[config.mk]
export PLATFORM = sky130hd
export DESIGN_NAME = comm_frame_done_gen
export DESIGN_NICKNAME = d
export VERILOG_FILES = /design/src/rtl/comm_pkg.sv /design/src/rtl/comm_gap_timer.sv /design/src/rtl/comm_frame_done_gen.sv
export SDC_FILE = /design/constraint.sdc
export NUM_CORES = 1
export LEC_CHECK = 0
export CORE_UTILIZATION = 40
export CTS_CLUSTER_SIZE = 16
export DETAILED_ROUTE_END_ITERATION = 6
export GPL_TIMING_DRIVEN = 0
export PLACE_DENSITY_LB_ADDON = 0.3
export RECOVER_POWER = 25
export SLEW_MARGIN = 20
export SYNTH_ARGS = -nofsm -noshare
export SYNTH_HDL_FRONTEND = slang
export SYNTH_HIERARCHICAL = 1
export SYNTH_SLANG_ARGS = --single-unit
[constraint.sdc]
create_clock -name iCLK -period 2.2 [get_ports iCLK]
set_clock_uncertainty 0.2 [all_clocks]
set_input_delay 0.33 -clock iCLK [delete_from_list [all_inputs] [get_ports iCLK]]
set_output_delay 0.33 -clock iCLK [all_outputs]
set_load 0.01 [all_outputs]
[src/rtl/comm_pkg.sv]
// Shared definitions for the host communication link: frame FSM states and
// default frame/timeout dimensions. Also used by the done delay chain.
package comm_pkg;

  typedef enum logic [1:0] {
    ST_IDLE  = 2'd0,
    ST_RUN   = 2'd1,
    ST_DONE  = 2'd2,
    ST_ABORT = 2'd3
  } comm_state_t;

  localparam int unsigned FRAME_LEN_DEF = 256;
  localparam int unsigned CNT_WL_DEF    = 9;
  localparam int unsigned TIMEOUT_DEF   = 1023;
  localparam int unsigned TO_WL_DEF     = 10;

endpackage : comm_pkg

[src/rtl/comm_gap_timer.sv]
// Word-gap timer: enabled, clearable up-counter that saturates at TIMEOUT-1
// and flags that terminal value so the frame FSM can abort a stalled frame.
module comm_gap_timer
  import comm_pkg::*;
#(
  parameter int unsigned TIMEOUT = TIMEOUT_DEF,
  parameter int unsigned TO_WL   = TO_WL_DEF
) (
  input  logic iCLK,
  input  logic iRSTn,
  input  logic iCLR,   // synchronous clear, acts even when iEN=0
  input  logic iEN,    // clock enable
  input  logic iZERO,  // restart the gap (word seen or not in RUN)
  input  logic iINC,   // one more idle cycle in RUN
  output logic oTERM   // counter sits at TIMEOUT-1
);

  localparam logic [TO_WL-1:0] TERM_VAL = TO_WL'(TIMEOUT - 1);

  logic [TO_WL-1:0] cnt_d, cnt_q;

  // Next gap count: clear wins, then restart, then saturating increment.
  always_comb begin
    cnt_d = cnt_q;
    if (iCLR) begin
      cnt_d = '0;
    end else if (iEN) begin
      if (iZERO) begin
        cnt_d = '0;
      end else if (iINC && (cnt_q != TERM_VAL)) begin
        cnt_d = cnt_q + 1'b1;
      end
    end
  end

  // Gap count register.
  always_ff @(posedge iCLK or negedge iRSTn) begin
    if (!iRSTn) begin
      cnt_q <= '0;
    end else begin
      cnt_q <= cnt_d;
    end
  end

  assign oTERM = (cnt_q == TERM_VAL);

endmodule : comm_gap_timer

[src/rtl/comm_frame_done_gen.sv]
// Frame-completion generator: tracks one transfer frame, counts words and
// emits a one-enabled-cycle finish pulse (or a timeout pulse on a stalled
// frame). oFINISH feeds the done delay chain, which shares iEN.
//
// state    | meaning
// ---------+-----------------------------------------------------------
// ST_IDLE  | no frame; waiting for iSTART
// ST_RUN   | frame in progress; counting words and idle gap
// ST_DONE  | last word moved; oFINISH high for one enabled cycle
// ST_ABORT | gap timer expired; oTIMEOUT high for one enabled cycle
module comm_frame_done_gen
  import comm_pkg::*;
#(
  parameter int unsigned FRAME_LEN = FRAME_LEN_DEF,
  parameter int unsigned CNT_WL    = CNT_WL_DEF,
  parameter int unsigned TIMEOUT   = TIMEOUT_DEF,
  parameter int unsigned TO_WL     = TO_WL_DEF
) (
  input  logic              iCLK,
  input  logic              iRSTn,
  input  logic              iCLR,
  input  logic              iEN,
  input  logic              iSTART,
  input  logic              iVALID,
  output logic              oBUSY,
  output logic [CNT_WL-1:0] oWORD_CNT,
  output logic              oFINISH,
  output logic              oTIMEOUT
);

  localparam logic [CNT_WL-1:0] LAST_IDX = CNT_WL'(FRAME_LEN - 1);
  localparam logic [CNT_WL-1:0] FULL_CNT = CNT_WL'(FRAME_LEN);

  comm_state_t       state_d, state_q;
  logic [CNT_WL-1:0] word_cnt_d, word_cnt_q;
  logic              busy_d, busy_q;
  logic              finish_d, finish_q;
  logic              timeout_d, timeout_q;

  logic              in_run;
  logic              gap_term;

  assign in_run = (state_q == ST_RUN);

  // Gap timer restarts on every word and whenever the frame is not running,
  // so each RUN entry begins with a zero gap count.
  comm_gap_timer #(
    .TIMEOUT (TIMEOUT),
    .TO_WL   (TO_WL)
  ) u_gap_timer (
    .iCLK  (iCLK),
    .iRSTn (iRSTn),
    .iCLR  (iCLR),
    .iEN   (iEN),
    .iZERO (!in_run || iVALID),
    .iINC  (in_run && !iVALID),
    .oTERM (gap_term)
  );

  // Next state and word count; outputs are decoded from the next state so
  // they come straight out of flops.
  always_comb begin
    state_d    = state_q;
    word_cnt_d = word_cnt_q;
    if (iCLR) begin
      state_d    = ST_IDLE;
      word_cnt_d = '0;
    end else if (iEN) begin
      unique case (state_q)
        ST_IDLE: begin
          if (iSTART) begin
            state_d    = ST_RUN;
            word_cnt_d = '0;
          end
        end
        ST_RUN: begin
          if (iVALID) begin
            if (word_cnt_q != FULL_CNT) begin
              word_cnt_d = word_cnt_q + 1'b1;
            end
            if (word_cnt_q == LAST_IDX) begin
              state_d = ST_DONE;
            end
          end else if (gap_term) begin
            state_d = ST_ABORT;
          end
        end
        ST_DONE, ST_ABORT: begin
          if (iSTART) begin
            state_d    = ST_RUN;
            word_cnt_d = '0;
          end else begin
            state_d = ST_IDLE;
          end
        end
        default: begin
          state_d    = ST_IDLE;
          word_cnt_d = '0;
        end
      endcase
    end
    busy_d    = (state_d == ST_RUN);
    finish_d  = (state_d == ST_DONE);
    timeout_d = (state_d == ST_ABORT);
  end

  // State, word counter and registered status outputs.
  always_ff @(posedge iCLK or negedge iRSTn) begin
    if (!iRSTn) begin
      state_q    <= ST_IDLE;
      word_cnt_q <= '0;
      busy_q     <= 1'b0;
      finish_q   <= 1'b0;
      timeout_q  <= 1'b0;
    end else begin
      state_q    <= state_d;
      word_cnt_q <= word_cnt_d;
      busy_q     <= busy_d;
      finish_q   <= finish_d;
      timeout_q  <= timeout_d;
    end
  end

  assign oBUSY     = busy_q;
  assign oWORD_CNT = word_cnt_q;
  assign oFINISH   = finish_q;
  assign oTIMEOUT  = timeout_q;

endmodule : comm_frame_done_gen

# After elaboration in Yosys (flattened, before gate mapping)
# Index checks and enable logic that the tools add are counted.
dict set report classes {
  reduce_logical 12
  add_sub_neg 2
  eq_ne 13
  n_mux 18
}
# op count
set op_table {}
lappend op_table {{2-to-1 mux 9 bit} 5}
lappend op_table {{2-to-1 mux 10 bit} 4}
lappend op_table {{case mux 9 bit (2 select lines)} 1}
lappend op_table {{2-to-1 mux 2 bit} 6}
lappend op_table {{adder 10 x 1 -> 10 bit (second input constant)} 1}
lappend op_table {{== test 10 bit (second input constant)} 1}
lappend op_table {{!= test 10 bit (second input constant)} 1}
lappend op_table {{adder 9 x 1 -> 9 bit (second input constant)} 1}
lappend op_table {{== test 9 x 8 -> 1 bit (second input constant)} 1}
lappend op_table {{!= test 9 bit (second input constant)} 1}
lappend op_table {{== test 2 bit (second input constant)} 4}
lappend op_table {{case mux 2 bit (3 select lines)} 1}
lappend op_table {{== test 2 x 1 -> 1 bit (second input constant)} 2}
lappend op_table {{AND reduction 4 bit} 1}
lappend op_table {{!= test 3 x 1 -> 1 bit (second input constant)} 1}
lappend op_table {{!= test 3 x 2 -> 1 bit (second input constant)} 1}
lappend op_table {{!= test 3 bit (second input constant)} 1}
lappend op_table {{nonzero test 3 bit} 1}
lappend op_table {{OR reduction 3 bit} 1}
lappend op_table {{logical AND 1 bit} 2}
lappend op_table {{logical NOT 1 bit} 2}
lappend op_table {{logical NOT 2 bit} 1}
lappend op_table {{AND reduction 2 bit} 1}
lappend op_table {{nonzero test 2 bit} 1}
lappend op_table {{other kinds (3)} 3}
dict set report word_totals {
  regBits 24
  out_inout_bits 12
  input_bits 6
  elab_cells 51
}

# Depth between registers and ports, before layout
# Gate-level depths: netlist (run 1).
dict set report logic_depth {
  depth_word 7
  depth_mapped 9
  ltp_nobuf 9
}

# By module
# The synthesis (run 1) kept the hierarchy.
# mod cells_each seq_area_each_um2 instances area_per_inst_um2
set modules_own_cells {}
lappend modules_own_cells {comm_frame_done_gen 90 350.3 1 834.6}
lappend modules_own_cells {comm_gap_timer 77 250.2 1 691.9}

# Worst setup path before layout (run 1)
# Ideal clock, no wire load.
dict set report synth_timing {
  path_type {register -> register}
  startpoint {reg word_cnt_q[0], in the netlist oWORD_CNT[0]}
  endpoint {reg word_cnt_q[8], in the netlist oWORD_CNT[8]}
  arrival_ns 1.897
  path_stages_with_launch 8
  slack_ns 0.025
  synth_period_minus_slack_ns 2.175
  required_time_ns 1.922
  cell_sequence {dfrtp_1 ha_1 and3_1 nand3_1 nor2_1 ha_1 or4_1 a21oi_1}
}
dict set report synth_via {
  elab_chain_len 6
}
# item line_no
set synth_rtl {}
lappend synth_rtl {{start: declaration} comm_frame_done_gen.sv:35} ;# logic [CNT_WL-1:0] word_cnt_d, word_cnt_q;
lappend synth_rtl {{start signal: assignment} comm_frame_done_gen.sv:117} ;# word_cnt_q <= word_cnt_d;
lappend synth_rtl {{adder 9 x 1 -> 9 bit} comm_frame_done_gen.sv:79} ;# word_cnt_d = word_cnt_q + 1'b1;
lappend synth_rtl {{2-to-1 mux 9 bit} comm_frame_done_gen.sv:78} ;# if (word_cnt_q != FULL_CNT) begin
lappend synth_rtl {{2-to-1 mux 9 bit} comm_frame_done_gen.sv:77} ;# if (iVALID) begin
lappend synth_rtl {{case mux 9 bit (2 select lines)} comm_frame_done_gen.sv:69} ;# unique case (state_q)
lappend synth_rtl {{2-to-1 mux 9 bit} comm_frame_done_gen.sv:68} ;# end else if (iEN) begin
lappend synth_rtl {{2-to-1 mux 9 bit} comm_frame_done_gen.sv:65} ;# if (iCLR) begin
# Several ways; a longest one is shown, not always the timed one. The select of a mux whose other input is x is not followed.
# A chain may end at the register's enable or synchronous reset.

# Worst setup path in the final report (run 1)
# Ends and elaborated chain as after synthesis.

==> flow_summary.ini, run 1 <==
[timing]
fin_crit_ns = 2.13
post-route-period-util_pct = 96.8
slew_violations = 0
rsz0062_at_grt = yes
tightest_slew_ns = 0.604
setup_viol = 0
fmax_mhz = 470
timing.final.ws_setup_ns = 0.0714
worst_slew_margin_rel_pct = 59.7
finalHoldViolCount = 0
hold_ws_ns = 0.299

[setup_path]
r2r_slack_ns = 0.07
cp.arrival_ns = 2.12
critPathLaunchType = flop
rr_endpoint = oWORD_CNT[8]
endpoint_kind = flop
timing.rr.start = oWORD_CNT[0]
critPathKind = flop to flop
crit_chain = ha_4 > and3_4 > nand3_1 > nor2_1 > ha_1 > or4_1 > a21oi_1
crit_slowest_cell = or4_1
critPathMaxFanout = 4
r2r_cells = 7
worst-path-buf-inv = 0
crit_family = simple AND/OR/NAND/NOR gates
crit_start = oWORD_CNT[0]
worst-path-stages = 7
cp.required_ns = 2.19
crit_path_max_incr_delay_ns = 0.51

[grt]
grt_pass1_wl_um = 6310
grt.total_usage_pct = 19.5
grt_pass1_vias = 1415
antenna_found_initial = 0
grt_max_degree = 25
grt-ovfl-total = 0

[cells_and_area]
area_growth_pct = 26.1
nets = 207
drive_gt1_share_pct = 13.8
n_antenna_cell = 0
design_area_mm2 = 0.00192
fin_util_pct = 52.6
fillers = 356

[routing]
wl_per_cell_um = 15.1
ant_nets = 0
dr.pass1.iters = 4
drc = 0
drt_iter0_drc = 88
via_per_inst = 5.86
wirelength_um = 3670
vias = 1424

[logic_synthesis]
seq_area_frac_synth_pct = 39.3
synth_area_mm2 = 0.00153
synth-seq-cells = 24
synthCells = 167
yosysTopAreaCellShare_pct = 39.3
synthesis.nets = 178
synthTopCellsByArea = dfrtp_1, nand2b_1, ha_1
synth_cell_types = 42
yosys_warnings = 6
yosysTopAreaCell = dfrtp_1
avgSynthCellArea_um2 = 9.14

[clocking]
clockBufferDepth = 2
cts_root_buf = clkbuf_8
insertion_delay_ns = 0.27
cts_made_buffers = 3
clkTransAtPathRegs_ns = 0.08
cts_sinks = 24
htreeDepth = 1
cts_tree = built

[power_and_ir_drop]
cellPowerDensity_mw_per_mm2 = 434
cellLeakagePower_nw = 0.750
ir_drop_v = 0.000217

[hold_path]
hp-class = input port to flop
holdPathStages = 3
hold_end = oWORD_CNT[6]
min_from = iVALID

[place]
placed_area_mm2 = 0.00175
pre_cts_ws_ns = -0.378
dp_hpwl_um = 2540
port_buffers = 17
place.gp.congestion = 0.865

[floorplan]
rows = 22
die_area_mm2 = 0.00407
die_h_um = 63.8
core_area_mm2 = 0.00366
io-pin-count = 18
start_util_pct = 41.7
die_w_um = 63.8

[flow_run]
cap_violations = 0

[outcome]
outcome = complete, no violations
==> cell usage after synthesis <==
master and instances:
nor3b_1 1, and4b_1 1, or4_1 6, a31o_2 1, a21oi_1 12, nand4_1 4
o211ai_1 5, and2b_2 1, o311ai_1 1, clkbuf_1 3, nand2b_1 12, or4b_1 1
mux2i_1 2, or2b_1 1, inv_1 9, nor3_1 2, buf_6 1, nand2_1 8
nor4b_1 1, o311ai_0 1, and4_1 3, ha_1 5, or3_1 3, nand3_1 11
o21ai_1 2, o21ai_0 5, nor2_1 8, and3_1 3, o31ai_1 3, a311o_1 1
a21boi_0 1, and3b_2 1, nand4_2 1, mux2_2 1, o32ai_1 3, nor2b_1 4
dfrtp_1 24, a31oi_1 9, nand4b_1 2, and2_1 2, o2111ai_1 1, a31oi_4 1
==> flip-flops by register name, indices dropped and copies added, names as in the netlist <==
| name | count |
|---|---|
| u_gap_timer/cnt_q | 10 |
| oWORD_CNT | 9 |
| state_q | 2 |
| oBUSY | 1 |
| oFINISH | 1 |
| oTIMEOUT | 1 |
==> area by class of cell <==
cell class                 instances  area [um2]  share of cell area [%]
multi-input combinational        130         928                    48.2
inverter                           9        33.8                    1.76
timing repair buffer              24         223                    11.6
clock buffer                       4        55.1                    2.86
buffer                             4        22.5                    1.17
tap                               48        60.1                    3.12
sequential                        24         602                    31.3
==> per-layer routing <==
layer	track usage, %	vias to the layer above	wire length, um
met1	24.2	688	1660
li1	-	698	-
met4	8.52	0	74
met2	33.6	30	1830
met5	0	-	0
met3	2.32	8	105
==> stage by stage <==
step / TNS [ns] / power (mW) / std cells
floorplan: 0 / 0.494 / 167
global placement: -1.21 / 0.530 / 232
detailed placement: -1.60 / 0.531 / 232
CTS: 0 / 0.845 / 240
global route: -0.107 / 0.873 / 243
finish: 0 / 0.835 / 243
==> tightest hold or removal path, stage by stage <==
cell	delay, ns
dlymetal6s2s_1	0.18
o2111ai_1	0.13
o31ai_1	0.08
==> power breakdown <==
part	switching (mW)	internal [mW]
clock network	0.143	0.160
logic	0.0521	0.0354
registers	0.00174	0.443
==> layout by cell type, fill, tap and decap left out, types with 5 or more instances in the layout <==
master / n
dfrtp_1: 23
clkdlybuf4s50_1: 15
nand3_1: 11
a21oi_1: 11
nand2b_1: 11
a31oi_1: 9
inv_1: 8
nand2_1: 8
nor2_1: 8
or4_1: 6
buf_4: 6
o21ai_0: 5
o211ai_1: 5
==> kinds of logic after synthesis <==
| kind of cell | count (synthesis) | synth area share (%) |
|---|---|---|
| muxes | 3 | 2.05 |
| DFF | 24 | 39.3 |
| and+or+nand+nor | 76 | 30.4 |
| AOI/OAI and AO/OA | 46 | 20.4 |
| adders and majority gates | 5 | 4.10 |
| buffers and inverters | 13 | 3.69 |
==> what timing repair did <==
| action | 4_1_cts | 5_1_grt |
|---|---|---|
| buffers inserted | 3 | 3 |
| resized for setup | 8 | 7 |
| endpoints found under the hold margin | 24 | 0 |
| hold buffers | 1 | 0 |
| pin swaps | 1 | 3 |
| setup endpoints to repair | 10 | 8 |
==> worst max-delay path by stage <==
stage,endpoint,slack (ns)
2_1_floorplan,oWORD_CNT[8],0.02
3_3_place_gp,u_gap_timer/cnt_q[9],-0.32
3_5_place_dp,u_gap_timer/cnt_q[9],-0.38
4_1_cts,oWORD_CNT[8],0.02
5_1_grt,oWORD_CNT[8],-0.09
6_report,oWORD_CNT[8],0.07
(Power assumes the default switching activity.)
==> run 2, diff against run 1 <==
--- a/config.mk
+++ b/config.mk
@@ -6,9 +6,11 @@
 export NUM_CORES = 1
 export LEC_CHECK = 0
 export CORE_UTILIZATION = 40
+export CTS_CLUSTER_DIAMETER = 100
 export CTS_CLUSTER_SIZE = 16
 export DETAILED_ROUTE_END_ITERATION = 6
 export GPL_TIMING_DRIVEN = 0
+export MAX_ROUTING_LAYER = met4
 export PLACE_DENSITY_LB_ADDON = 0.3
 export RECOVER_POWER = 25
 export SLEW_MARGIN = 20
==> flow_summary.ini, run 2 (same netlist as run 1, synthesis figures left out) <==
[outcome]
outcome = complete, no violations

[setup_path]
crit_path_max_incr_delay_ns = 0.51
r2r_cells = 7
cp.required_ns = 2.19
crit_chain = ha_4 > and3_4 > nand3_1 > nor2_1 > ha_1 > or4_1 > a21oi_1
endpoint_kind = flop
worst-path-buf-inv = 0
timing.rr.start = oWORD_CNT[0]
crit_slowest_cell = or4_1
crit_family = simple AND/OR/NAND/NOR gates
critPathKind = flop to flop
cp.arrival_ns = 2.12
critPathLaunchType = flop
rr_endpoint = oWORD_CNT[8]
critPathMaxFanout = 4
r2r_slack_ns = 0.07

[cells_and_area]
nets = 207
drive_gt1_share_pct = 13.8
design_area_mm2 = 0.00192
n_antenna_cell = 0
fin_util_pct = 52.6
largest_register = u_gap_timer/cnt_q
layout_commonest_cell = dfrtp_1
layout.cells.non_filler = 243
final_cell_mix = dfrtp_1, clkdlybuf4s50_1, nand3_1, a21oi_1, nand2b_1
largest_reg_flops = 10
area_growth_pct = 26.1

[timing]
slew_violations = 0
finalHoldViolCount = 0
hold_ws_ns = 0.297
tightest_slew_ns = 0.604
worst_slew_margin_rel_pct = 59.7
fin_crit_ns = 2.13
post-route-period-util_pct = 96.8
setup_viol = 0
fmax_mhz = 470
rsz0062_at_grt = yes

[place]
place.gp.congestion = 0.879
dp_hpwl_um = 2540
port_buffers = 17
placed_area_mm2 = 0.00175
placed_cells = 232

[clocking]
cts_made_buffers = 3
cts_sinks = 24
insertion_delay_ns = 0.27
clockBufferDepth = 2
cts_tree = built
cts_root_buf = clkbuf_8
htreeDepth = 1
clkTransAtPathRegs_ns = 0.08

[routing]
wl_per_cell_um = 15.1
ant_nets = 0
drc = 0
via_per_inst = 5.90
wirelength_um = 3680
dr.pass1.iters = 5
drt_iter0_drc = 76
vias = 1433

[grt]
grt_pass1_wl_um = 6310
antenna_found_initial = 0
grt_max_degree = 25
grt-ovfl-total = 0
grt_pass1_vias = 1417
grt.total_usage_pct = 20.0

[floorplan]
core_area_mm2 = 0.00366
die_w_um = 63.8
die_h_um = 63.8
io-pin-count = 18
rows = 22
start_util_pct = 41.7
die_area_mm2 = 0.00407

[flow_run]
cap_violations = 0

[power_and_ir_drop]
cellPowerDensity_mw_per_mm2 = 434
cellLeakagePower_nw = 0.750
ir_drop_v = 0.000217
power_uw = 836

[hold_path]
holdPathStages = 3
hp-class = input port to flop
min_from = iVALID
hold_end = oWORD_CNT[6]
-- run 2: cell counts in the layout (fill, tap and decap cells not counted) --
Identical to the previous run, type by type.
-- run 2: final cells by class --
cell class	instances	area [um2]
flip-flops and latches	24	602
plain buffers	4	22.5
multi-input cells	130	928
well taps	48	60.1
inverters	9	33.8
repair buffers	24	223
clock buffers	4	55.1
fillers	356	1740
-- run 2: power by group --
part	total, mW	leakage, nW	internal [mW]	switching [mW]
clock	0.303	0.0288	0.160	0.143
combinational	0.0875	0.389	0.0354	0.0521
sequential	0.445	0.332	0.443	0.00174
-- run 2: what timing repair did --
action	CTS	global route
setup buffers	3	3
hold endpoints to repair	24	0
cloned	0	0
endpoints found under the setup margin	10	8
hold buffers	1	0
pin swaps	1	3
gates resized for setup	8	7
-- run 2: per-stage QoR --
stage,setup WS (ns),TNS (ns)
final,0.0715,0
after global routing,-0.0887,-0.107
after CTS,0.0218,0
after detailed placement,-0.378,-1.60
after global placement,-0.324,-1.21
after floorplan,0.0249,0
-- run 2: worst max path at each step --
stage                            start  cells past startpoint                   end  slack (ns)
after detailed placement        iVALID                      7  u_gap_timer/cnt_q[9]       -0.38
after floorplan           oWORD_CNT[0]                      7          oWORD_CNT[8]        0.02
after CTS                 oWORD_CNT[0]                      7          oWORD_CNT[8]        0.02
final                     oWORD_CNT[0]                      7          oWORD_CNT[8]        0.07
after global routing      oWORD_CNT[0]                      7          oWORD_CNT[8]       -0.09
after global placement          iVALID                      7  u_gap_timer/cnt_q[9]       -0.32
-- run 2: worst reg2reg max path: stages, from the launching register on --
cell and delay, ns:
dfrtp_1 0.41, ha_4 0.16, and3_4 0.20, nand3_1 0.10, nor2_1 0.11, ha_1 0.23
or4_1 0.51, a21oi_1 0.13
-- run 2: metal layers --
metal	GRT usage (%)	vias up	routed length, um
li1	-	698	-
met1	24.2	689	1650
met2	33.6	34	1840
met3	2.32	12	102
met4	8.52	0	78
met5	-	-	0
==> run 3, diff against run 2 <==
--- a/config.mk
+++ b/config.mk
@@ -6,7 +6,6 @@
 export NUM_CORES = 1
 export LEC_CHECK = 0
 export CORE_UTILIZATION = 40
-export CTS_CLUSTER_DIAMETER = 100
 export CTS_CLUSTER_SIZE = 16
 export DETAILED_ROUTE_END_ITERATION = 6
 export GPL_TIMING_DRIVEN = 0
==> results of run 3 <==
Same layout as run 2: the final DEF is identical, and so are final timing and power.
